## config.mk

```make
export PLATFORM = sky130hd
export DESIGN_NAME = writeback_unit
export DESIGN_NICKNAME = d
export VERILOG_FILES = /design/src/rtl/wb_pkg.sv /design/src/rtl/load_align.sv /design/src/rtl/writeback_unit.sv
export SDC_FILE = /design/constraint.sdc
export NUM_CORES = 1
export LEC_CHECK = 0
export BUFFER_PORTS_ARGS = -buffer_cell sky130_fd_sc_hd__buf_2
export CORE_MARGIN = 3
export CORE_UTILIZATION = 34
export CTS_BUF_LIST = sky130_fd_sc_hd__clkbuf_8
export DETAILED_ROUTE_END_ITERATION = 6
export PLACE_DENSITY = 0.68
export RECOVER_POWER = 50
export SLEW_MARGIN = 10
export SYNTH_ARGS = -nofsm -noshare
export SYNTH_HDL_FRONTEND = slang
export SYNTH_SLANG_ARGS = --single-unit
```

## constraint.sdc

```tcl
create_clock -name clk -period 2.8 [get_ports clk]
set_input_delay 0.14 -clock clk [delete_from_list [all_inputs] [get_ports clk]]
set_output_delay 0.14 -clock clk [all_outputs]
set_load 0.01 [all_outputs]
```

## src/rtl/wb_pkg.sv

```systemverilog
// Shared types and constants for the writeback stage.
package wb_pkg;

    typedef enum logic [1:0] {
        MSZ_B = 2'b00,
        MSZ_H = 2'b01,
        MSZ_W = 2'b10,
        MSZ_X = 2'b11
    } mem_size_t;

    typedef struct packed {
        logic [4:0]  rd_ind;
        logic [31:0] dat;
    } wb_entry_t;

    localparam logic [4:0] REG_ZERO = 5'd0;

    // A write to x0 occupies its slot but must never strobe the register file.
    function automatic logic wr_enable(input logic [4:0] rd);
        return rd != REG_ZERO;
    endfunction

endpackage

```

## src/rtl/load_align.sv

```systemverilog
// Extracts the addressed byte/half/word lane from a load word and extends it.
module load_align
    import wb_pkg::*;
(
    input  logic [31:0] mem_raw_i,
    input  logic [1:0]  mem_addr_lo_i,
    input  logic [1:0]  mem_size_i,
    input  logic        mem_unsigned_i,
    output logic [31:0] dat_o,
    output logic        misalign_o
);

    logic [7:0]  byte_lane;
    logic [15:0] half_lane;

    function automatic logic [31:0] ext8(input logic [7:0] v, input logic uns);
        return uns ? {24'd0, v} : {{24{v[7]}}, v};
    endfunction

    function automatic logic [31:0] ext16(input logic [15:0] v, input logic uns);
        return uns ? {16'd0, v} : {{16{v[15]}}, v};
    endfunction

    assign byte_lane = mem_raw_i[{mem_addr_lo_i, 3'b000} +: 8];
    assign half_lane = mem_raw_i[{mem_addr_lo_i[1], 4'b0000} +: 16];

    always_comb begin
        dat_o      = '0;
        misalign_o = 1'b0;
        case (mem_size_t'(mem_size_i))
            MSZ_B: dat_o = ext8(byte_lane, mem_unsigned_i);
            MSZ_H: begin
                if (mem_addr_lo_i[0]) misalign_o = 1'b1;
                else                  dat_o      = ext16(half_lane, mem_unsigned_i);
            end
            MSZ_W: begin
                if (mem_addr_lo_i != 2'b00) misalign_o = 1'b1;
                else                        dat_o      = mem_raw_i;
            end
            default: misalign_o = 1'b1;
        endcase
    end

endmodule

```

## src/rtl/writeback_unit.sv

```systemverilog
// Final stage: merges ALU and load results into one in-order register-file write
// stream, buffering ALU results that lose arbitration in a small circular FIFO.
module writeback_unit
    import wb_pkg::*;
#(
    parameter int DEPTH = 2,
    parameter int CW    = $clog2(DEPTH + 1)
) (
    input  logic        clk,
    input  logic        rst,
    input  logic        alu_valid,
    output logic        alu_ready,
    input  logic [4:0]  alu_rd_ind,
    input  logic [31:0] alu_dat,
    input  logic        mem_valid,
    output logic        mem_ready,
    input  logic [4:0]  mem_rd_ind,
    input  logic [31:0] mem_raw,
    input  logic [1:0]  mem_addr_lo,
    input  logic [1:0]  mem_size,
    input  logic        mem_unsigned,
    output logic [4:0]  rd_ind,
    output logic [31:0] rd_dat,
    output logic        rd_dat_take,
    output logic [31:0] mem_dat,
    output logic        mem_dat_take,
    output logic        mem_misalign
);

    localparam int PW = (DEPTH > 1) ? $clog2(DEPTH) : 1;

    wb_entry_t       fifo_q [DEPTH];
    logic [PW-1:0]   head_q, head_d, tail_q, tail_d;
    logic [CW-1:0]   occ_q, occ_d;

    logic [4:0]      rd_ind_q, rd_ind_d;
    logic [31:0]     rd_dat_q, rd_dat_d;
    logic [31:0]     mem_dat_q, mem_dat_d;
    logic            rd_take_q, rd_take_d;
    logic            mem_take_q, mem_take_d;
    logic            mis_q, mis_d;

    logic            alu_acc, mem_acc;
    logic            push, pop, iss_alu, iss_mem;
    wb_entry_t       iss_ent, new_ent;
    logic [31:0]     la_dat;
    logic            la_mis;

    function automatic logic [PW-1:0] ptr_inc(input logic [PW-1:0] p);
        return (p == PW'(DEPTH - 1)) ? '0 : p + 1'b1;
    endfunction

    load_align u_align (
        .mem_raw_i      (mem_raw),
        .mem_addr_lo_i  (mem_addr_lo),
        .mem_size_i     (mem_size),
        .mem_unsigned_i (mem_unsigned),
        .dat_o          (la_dat),
        .misalign_o     (la_mis)
    );

    // Readies come from registered occupancy only; a full FIFO refuses even when popping.
    assign alu_ready = (occ_q < CW'(DEPTH));
    assign mem_ready = (occ_q == '0);
    assign alu_acc   = alu_valid & alu_ready;
    assign mem_acc   = mem_valid & mem_ready;
    assign new_ent   = '{rd_ind: alu_rd_ind, dat: alu_dat};

    // Buffered entries are oldest, then the load, then the new ALU result.
    always_comb begin
        pop     = 1'b0;
        push    = 1'b0;
        iss_alu = 1'b0;
        iss_mem = 1'b0;
        iss_ent = fifo_q[head_q];
        if (occ_q != '0) begin
            pop     = 1'b1;
            iss_alu = 1'b1;
            push    = alu_acc;
        end else if (mem_acc) begin
            iss_mem = 1'b1;
            push    = alu_acc;
        end else if (alu_acc) begin
            iss_alu = 1'b1;
            iss_ent = new_ent;
        end
    end

    always_comb begin
        head_d = pop  ? ptr_inc(head_q) : head_q;
        tail_d = push ? ptr_inc(tail_q) : tail_q;
        occ_d  = occ_q;
        if (push && !pop)      occ_d = occ_q + 1'b1;
        else if (pop && !push) occ_d = occ_q - 1'b1;
    end

    always_comb begin
        rd_ind_d   = rd_ind_q;
        rd_dat_d   = rd_dat_q;
        mem_dat_d  = mem_dat_q;
        rd_take_d  = 1'b0;
        mem_take_d = 1'b0;
        mis_d      = 1'b0;
        if (iss_alu) begin
            rd_ind_d  = iss_ent.rd_ind;
            rd_dat_d  = iss_ent.dat;
            rd_take_d = wr_enable(iss_ent.rd_ind);
        end else if (iss_mem) begin
            if (la_mis) begin
                mis_d = 1'b1;
            end else begin
                rd_ind_d   = mem_rd_ind;
                mem_dat_d  = la_dat;
                mem_take_d = wr_enable(mem_rd_ind);
            end
        end
    end

    always_ff @(posedge clk) begin
        if (rst) begin
            head_q     <= '0;
            tail_q     <= '0;
            occ_q      <= '0;
            rd_ind_q   <= '0;
            rd_dat_q   <= '0;
            mem_dat_q  <= '0;
            rd_take_q  <= 1'b0;
            mem_take_q <= 1'b0;
            mis_q      <= 1'b0;
        end else begin
            head_q     <= head_d;
            tail_q     <= tail_d;
            occ_q      <= occ_d;
            rd_ind_q   <= rd_ind_d;
            rd_dat_q   <= rd_dat_d;
            mem_dat_q  <= mem_dat_d;
            rd_take_q  <= rd_take_d;
            mem_take_q <= mem_take_d;
            mis_q      <= mis_d;
        end
    end

    always_ff @(posedge clk) begin
        if (push) fifo_q[tail_q] <= new_ent;
    end

    assign rd_ind       = rd_ind_q;
    assign rd_dat       = rd_dat_q;
    assign mem_dat      = mem_dat_q;
    assign rd_dat_take  = rd_take_q;
    assign mem_dat_take = mem_take_q;
    assign mem_misalign = mis_q;

endmodule
```

==> results, run 1 <==
- The run finished with clean final reports.
- The count of cells resized by post-cts repair is 0.
- The full die area is 20,200 um^2.
- The shortest period the worst path allows is 1.92 ns.
- The worst setup path is launched from a flip-flop.
- The slowest stage of the critical path belongs to the cell sky130_fd_sc_hd__dfxtp_1.
- The share of Yosys cell area claimed by the top area cell type is 0.354.
- The type of element capturing the critical path is a flip-flop.
- The detailed router finished its first iteration with 198 violations.
- After synthesis the cells add up to 6290 um^2.
- Wires add up to 16.3 mm.
- The final global-route overflow total is 0.
- The remaining number of nets flagged by the antenna check after routing is 0.
- The buffers inserted during post-CTS setup optimization is 0.
- The mean number of vias per cell is 5.06.
- In this run, CTS created clock tree buffers numbering 17.
- After detailed routing, the average wire length per cell comes to 16.4 um.
- The standby leakage power is 2.86 nW.
- For this run, the slowest stage of the critical path takes 0.38 ns.
- The floorplan has 49 rows.
- The relative max-transition margin is 0.364.
- In the final design database the tool counted 835 nets.
- The first global-routing pass estimated 25.4 mm of wire.
- The most frequent cell after synthesis is sky130_fd_sc_hd__nor2_1.
- The final estimated routing congestion in global placement is 0.840.
- The H-tree was split into 4 levels.
- Of the cells placed in the final design, the portion with a size suffix greater than 1 is 0.151.
- Dividing total power by cell area gives a power density of 840 nW/um^2.
- The internal power consumption is 4.52 mW.
- By count the netlist is led by sky130_fd_sc_hd__nor2_1, sky130_fd_sc_hd__dfxtp_1, sky130_fd_sc_hd__edfxtp_1.
- The setup slack at placement is 0.780 ns.
- Max-cap violations in this run came to 0.
- After routing the design area is 8100 um^2.
- The combined area of the multi-input logic cells is 2270 um^2.
- Final hold analysis gives a worst-case slack of 0.0297 ns.
- The clock latency at the later pin of the worst-skew pair is 0.43 ns.
- For this run, the total global-route usage over all layers was measured as 0.160.
- The total DRC errors in the routed layout is 0.
- For this run, the leading register cell type out of synthesis is sky130_fd_sc_hd__dfxtp_1.
- Entering global routing, the biggest net connects 46 pins.
- The number of instances in the placed design is 903.
- In the finished design, the share of the clock period the worst path needs comes to 0.686.
- In this run the worst path has a maximum fanout of 31.
- In this run the tool buffered the top-level ports with 156 buffer cells.
- Pin placement for this block handled 157 I/O pins.
- The synthesized design contains 74 enable-type register cells.
- Traced cell by cell, the critical path runs through nor2_1, buf_4, o21a_1, buf_4, a221oi_1, nor2_1.
- For the pin with the worst max-slew slack, the measured transition is 0.955 ns.
- After legalization and detailed placement, the total HPWL measured 10.8 mm.
- The combinational share of power is 0.301.
- Of all cell types, the one taking the most synthesized area is sky130_fd_sc_hd__edfxtp_1.
- The number of buffers on the longest clock path is 2.
- Setup repair after global routing left no endpoint under its margin.
- The warning count from the yosys run is 0.
- In this run, post-CTS hold repair placed 58 buffers.
- The tree built by TritonCTS fans out to 151 sinks.
- The total negative slack for setup checks is 0 ns.
- The total net switching power is 2.28 mW.
- The number of optimization iterations in the first detailed-route pass is 4.
- The worst setup path is of the flip-flop to flip-flop kind.
- Of the total power, the clock network draws 0.254.
- The number of distinct library cells after synthesis is 50.
- Of the synthesized area, sequential elements account for 0.599.
- The via count is 5,021.
- Setup violations remaining at the end of the flow were counted as 0.
- The net count after synthesis is 635.
- The power consumption is 6.80 mW.
- The die span in x is 142 um.
- The region available for standard cell placement spans 18,100 um^2.
- Of the total power, the share spent switching nets is 0.336.
- The post-layout instance count excluding filler cells is 993.
- Once placement finished, the instance area stood at 7250 um^2.
- CTS placed an instance of sky130_fd_sc_hd__clkbuf_8 at the clock tree root.
- The share of synthesized registers carrying an async set or reset is 0.
- The number of antenna violations at the first check in global routing is 1.
- The final count of hold timing violations came to 0.
- The total inserted antenna cells is 0.
- The starting density of the core is 0.348.
- The growth of design area from synthesis to finish is 28.9%.
- The die is 142 um tall.
- Dividing the synthesized area by the synthesized cell count gives 11.4 um^2.
- TritonCTS built the clock tree.
- The layout filler cell count is 1,707.
- The worst-case clock skew is 0.00914 ns.
- The sequential group share of total power is 0.444.
- Static timing analysis puts the maximum clock frequency at 521 MHz.
- The worst min-delay path class is input port to flip-flop.
- The worst vdd rail ir drop is 0.381 mV.
- Registers take 3760 um^2.
- In the synthesized netlist, the number of instances is 551.
- At the worst endpoint, the required time is 3.15 ns.
- Sorting the synthesized cells by area gives the leading types as sky130_fd_sc_hd__edfxtp_1, sky130_fd_sc_hd__dfxtp_1, sky130_fd_sc_hd__nor2_1, sky130_fd_sc_hd__mux2i_1, sky130_fd_sc_hd__a221oi_1.
- The core utilization of the finished layout is 0.448.
- The register bit total from synthesis is 151.
- The via count of the first global-routing pass is 4,942.
- STA puts the critical path data arrival time at 2.27 ns.
- The total count of max-transition violations in the final report is 0.
- The worst setup slack after layout is 0.880 ns.
- Clock-pin slew was measured on the worst setup and hold paths at 0.09 ns.
-- per-layer routing --
layer	vias to the layer above	GRT usage	part of all wire	routed length, um
met5	-	0	0.00080	13
met4	2	0.0414	0.011	174
met1	2395	0.194	0.43	6990
met3	17	0.0534	0.072	1170
met2	166	0.275	0.49	7910
li1	2441	-	-	-
-- state kept, by name (all words and copies together) (netlist names), named ones only --
signal and count:
fifo_q 74, mem_dat 32, rd_dat 32, rd_ind 5
occ_q 2, head_q 1, mem_dat_take 1, mem_misalign 1
rd_dat_take 1, tail_q 1
-- power by group through the flow --
stage          sequential [mW]  clock, mW  combinational [mW]
4_1_cts                   3.02       1.79                2.15
6_report                  3.02       1.73                2.05
2_1_floorplan             3.14          0                1.28
3_3_place_gp              3.06          0                2.05
5_1_grt                   3.08       1.88                2.28
3_5_place_dp              3.07          0                2.08
-- layout by cell type, fill, tap and decap left out, types with 4 or more instances in the layout --
cell type                       instances
sky130_fd_sc_hd__mux2_2                10
sky130_fd_sc_hd__buf_2                 46
sky130_fd_sc_hd__nor2_1               101
sky130_fd_sc_hd__or2_2                  8
sky130_fd_sc_hd__dfxtp_1               76
sky130_fd_sc_hd__nor3_1                12
sky130_fd_sc_hd__buf_4                  9
sky130_fd_sc_hd__nand3_1                5
sky130_fd_sc_hd__a21o_1                 5
sky130_fd_sc_hd__a21oi_1               17
sky130_fd_sc_hd__nand2_1               29
sky130_fd_sc_hd__dlygate4sd3_1         58
sky130_fd_sc_hd__clkbuf_8              17
sky130_fd_sc_hd__nor2b_1                9
sky130_fd_sc_hd__a221oi_1              30
sky130_fd_sc_hd__a32oi_1                9
sky130_fd_sc_hd__nor4_1                 4
sky130_fd_sc_hd__a211oi_1              34
sky130_fd_sc_hd__clkbuf_1             110
sky130_fd_sc_hd__clkinv_4               4
sky130_fd_sc_hd__o211ai_1               4
sky130_fd_sc_hd__edfxtp_1              74
sky130_fd_sc_hd__inv_1                  7
sky130_fd_sc_hd__mux2i_1               38
-- worst paths after layout --
check | from | endpoint | slack [ns] | cells past startpoint
worst max-delay path | occ_q[0] | rd_dat[3] | 0.88 | 6
worst min-delay path | mem_valid | mem_misalign | 0.03 | 3
worst max register to register | occ_q[0] | rd_dat[3] | 0.88 | 6
worst min register to register | rd_dat[29] | rd_dat[29] | 0.46 | 2
-- kinds of logic after synthesis --
| kind of cell | after synthesis | share of synthesized area |
|---|---|---|
| AND/OR/NAND/NOR | 184 | 0.131 |
| flip-flops | 151 | 0.599 |
| AO/OA/AOI/OAI | 112 | 0.138 |
| buffers and inverters | 50 | 0.0442 |
| multiplexers | 48 | 0.0784 |
| XOR/XNOR | 5 | 0.00816 |
| adder cells (fa/ha/maj) | 1 | 0.00199 |
-- critical path, delay by kind of cell, from the launching register on --
| family | cells | cell delay [ns] |
|---|---|---|
| buf+inv | 2 | 0.63 |
| flops | 1 | 0.38 |
| compound gates | 2 | 0.38 |
| simple gates | 2 | 0.44 |
-- final cells by class --
| class | count | area share |
|---|---|---|
| flip-flops and latches | 151 | 0.465 |
| multi-input cells | 350 | 0.280 |
| repair buffers | 226 | 0.167 |
| well taps | 229 | 0.0354 |
| clock buffers | 17 | 0.0289 |
| clock inverters | 15 | 0.0224 |
| inverters | 5 | 0.00232 |
Note: power is estimated with default switching activity, not from simulation.
==> run 2, diff against run 1 <==
clock period = 1.6 ns   (was 2.8 ns; I/O delays follow)
==> results, run 2 (synthesis gave the netlist of run 1 again) <==
- The overall routed net length is 17.1 mm (+5.4%).
- The share of power burned in the clock network is 0.253 (about the same).
- The die extent in y was 142 um (unchanged).
- The post-route cell area is 8630 um^2 (+6.5%).
- The placeable core region is 18,100 um^2 (unchanged).
- The half-perimeter wire length of the detailed placement result is 11.1 mm (+2.1%).
- The highest net fanout along the worst path is 5 (-84%).
- The worst setup path is launched from a flip-flop.
- The core utilization of the finished layout was 0.477 (+0.0289).
- The global-route usage over all layers is 0.169 (+0.00928).
- The via count was 5,195 (+3.5%).
- The global-route wire length before repair is 27.0 mm (+6.4%).
- The count of endpoints failing setup in the final report is 0 (unchanged).
- The DRC violation total after the first TritonRoute iteration is 228 (+15%).
- The placement-stage cell area is 7510 um^2 (+3.7%).
- The final count of hold timing violations is 0 (unchanged).
- The final estimated routing congestion in global placement is 0.823 (-2.0%).
- The commonest non-fill, non-tap cell in the layout is sky130_fd_sc_hd__clkbuf_1.
- The max-capacitance violation count came to 0 (unchanged).
- The combinational share of power is 0.340 (+0.039).
- The sequential group share of total power is 0.407 (-0.037).
- The peak clock frequency supported by timing was 637 MHz (+22%).
- The internal power consumption is 8.79 mW (+95%).
- The shortest period the worst path allows is 1.57 ns (-0.351 ns).
- The growth of design area from synthesis to finish is 37.2%.
- The mean number of vias per cell is 5.04 (-0.35%).
- The classification of the worst setup path is flip-flop to flip-flop.
- The number of buffers created by CTS is 17 (unchanged).
- The via count of the first global-routing pass came to 5,216 (+5.5%).
- The power density over the cells was 1490 nW/um^2 (+78%).
- The total count of max-transition violations in the final report was 0 (unchanged).
- TritonCTS built the clock tree.
- The fraction of the cycle the final worst path needs is 0.981 (+0.295).
- The standby leakage power came to 3.13 nW (+9.6%).
- The placement row count came to 49 (unchanged).
- The average detailed-routed wire length per instance is 16.6 um (+1.5%).
- The worst register-to-register path begins at occ_q[0].
- Leaving out fill and tap cells, the most frequent cells in the layout are sky130_fd_sc_hd__clkbuf_1, sky130_fd_sc_hd__nor2_1, sky130_fd_sc_hd__dfxtp_1, sky130_fd_sc_hd__edfxtp_1, sky130_fd_sc_hd__dlygate4sd3_1.
- The final global-route overflow total is 0 (unchanged).
- The power consumption was 12.9 mW (+90%).
- The data required time at the worst endpoint is 1.97 ns (-1.18 ns).
- The worst endpoint data arrival time came to 1.94 ns (-0.33 ns).
- The tightest min-delay check is of the input port to flip-flop type.
- The number of nets in the final layout is 872 (+4.4%).
- The count of buffers inserted at the top-level ports was 156 (unchanged).
- The relative max-transition margin is 0.730 (+0.366).
- The actual transition at the worst max-transition pin is 0.404 ns (-0.551 ns).
- The flip-flop count of the largest register, all copies and words added came to 74 (unchanged).
- The cell sitting at the root of the clock tree is a sky130_fd_sc_hd__clkbuf_8.
- The die span in x is 142 um (unchanged).
- The source of the critical timing path is occ_q[0].
- The share of cells above drive strength 1 is 0.202 (+0.0517).
- The full die area came to 20,200 um^2 (unchanged).
- The sink count of the clock tree is 151 (unchanged).
- The worst vdd rail ir drop is 0.641 mV (+68%).
- The total DRC errors in the routed layout is 0 (unchanged).
- The number of buffers on the longest clock path is 2 (unchanged).
- The run finished with clean final reports.
- The total net switching power is 4.10 mW (+80%).
- The maximum number of pins on one net before global-route repair is 38 (-17%).
- The I/O pin count is 157 (unchanged).
- STA classifies the critical path endpoint as a flip-flop.
- The number of optimization iterations in the first detailed-route pass was 4 (unchanged).
- The clock latency at the later pin of the worst-skew pair is 0.44 ns (about the same).
- The worst-case clock skew was 0.0113 ns (+0.00215 ns).
- The number of H-tree branching levels was 4 (unchanged).
- The remaining number of nets flagged by the antenna check after routing is 0 (unchanged).
- The fraction of power spent switching nets is 0.318 (-0.0177).
- In this run the most critical hold path is launched from mem_raw[6].
- The starting density of the core was 0.348 (unchanged).
- The final-layout worst hold slack came to 0.0811 ns (+0.0513 ns).
- Setup repair after global routing could not meet its margin everywhere.
- The number of antenna violations at the first check in global routing is 0 (-1).
- Ranked by flip-flop count, first place goes to fifo_q.
- The clock-pin slew of the registers on the worst-case setup and hold paths was 0.08 ns (about the same).
run 2: layer usage:
metal | up-vias | track usage | routed length [um]
met5 | - | 0 | 0
met4 | 0 | 0.0545 | 223
met3 | 21 | 0.0551 | 1240
met2 | 190 | 0.286 | 8400
met1 | 2472 | 0.206 | 7260
li1 | 2512 | - | -
run 2: area by class of cell:
cell class | instances | area [um^2]
sequential | 151 | 3770
timing repair buffer | 263 | 1760
clock inverter | 13 | 190
inverter | 5 | 18.8
antenna | 1 | 2.50
fill | 1655 | 9460
multi-input combinational | 350 | 2340
tap | 229 | 287
clock buffer | 19 | 262
run 2: path summary, 6_finish.rpt:
| check | endpoint | slack, ns | cells after the start |
|---|---|---|---|
| min | mem_dat[6] | 0.08 | 3 |
| max reg2reg | occ_q[1] | 0.03 | 7 |
| min reg2reg | rd_dat[29] | 0.46 | 2 |
| max | occ_q[1] | 0.03 | 7 |
run 2: what timing repair did:
action                                 4_1_cts  5_1_grt
buffers inserted                             0        5
setup endpoints to repair                    6       45
gates resized for setup                      4       12
hold buffers                                63        0
gates cloned                                 1        1
endpoints found under the hold margin      135        0
run 2: worst max-delay path, cell delays in order, from the launching register on:
cell                       delay, ns
sky130_fd_sc_hd__dfxtp_2        0.33
sky130_fd_sc_hd__buf_6          0.13
sky130_fd_sc_hd__o211ai_1       0.20
sky130_fd_sc_hd__inv_1          0.11
sky130_fd_sc_hd__ha_4           0.17
sky130_fd_sc_hd__xor2_1         0.14
sky130_fd_sc_hd__or3_1          0.32
sky130_fd_sc_hd__a21oi_2        0.12
run 2: through the flow:
step / setup slack, ns / cells / TNS [ns]
2_1_floorplan: -0.148 / 551 / -7.00
3_3_place_gp: -0.00436 / 928 / -0.00436
3_5_place_dp: -0.0420 / 928 / -0.0991
4_1_cts: -0.00235 / 1024 / -0.00235
5_1_grt: -0.0334 / 1030 / -0.0854
6_report: 0.0310 / 1031 / 0
run 2: power by group through the flow:
stage,clock network [mW],logic (mW),registers [mW]
detailed placement,0,3.98,5.30
CTS,3.36,4.30,5.22
global route,3.53,4.79,5.34
global placement,0,3.92,5.28
finish,3.26,4.38,5.25
floorplan,0,2.30,5.49
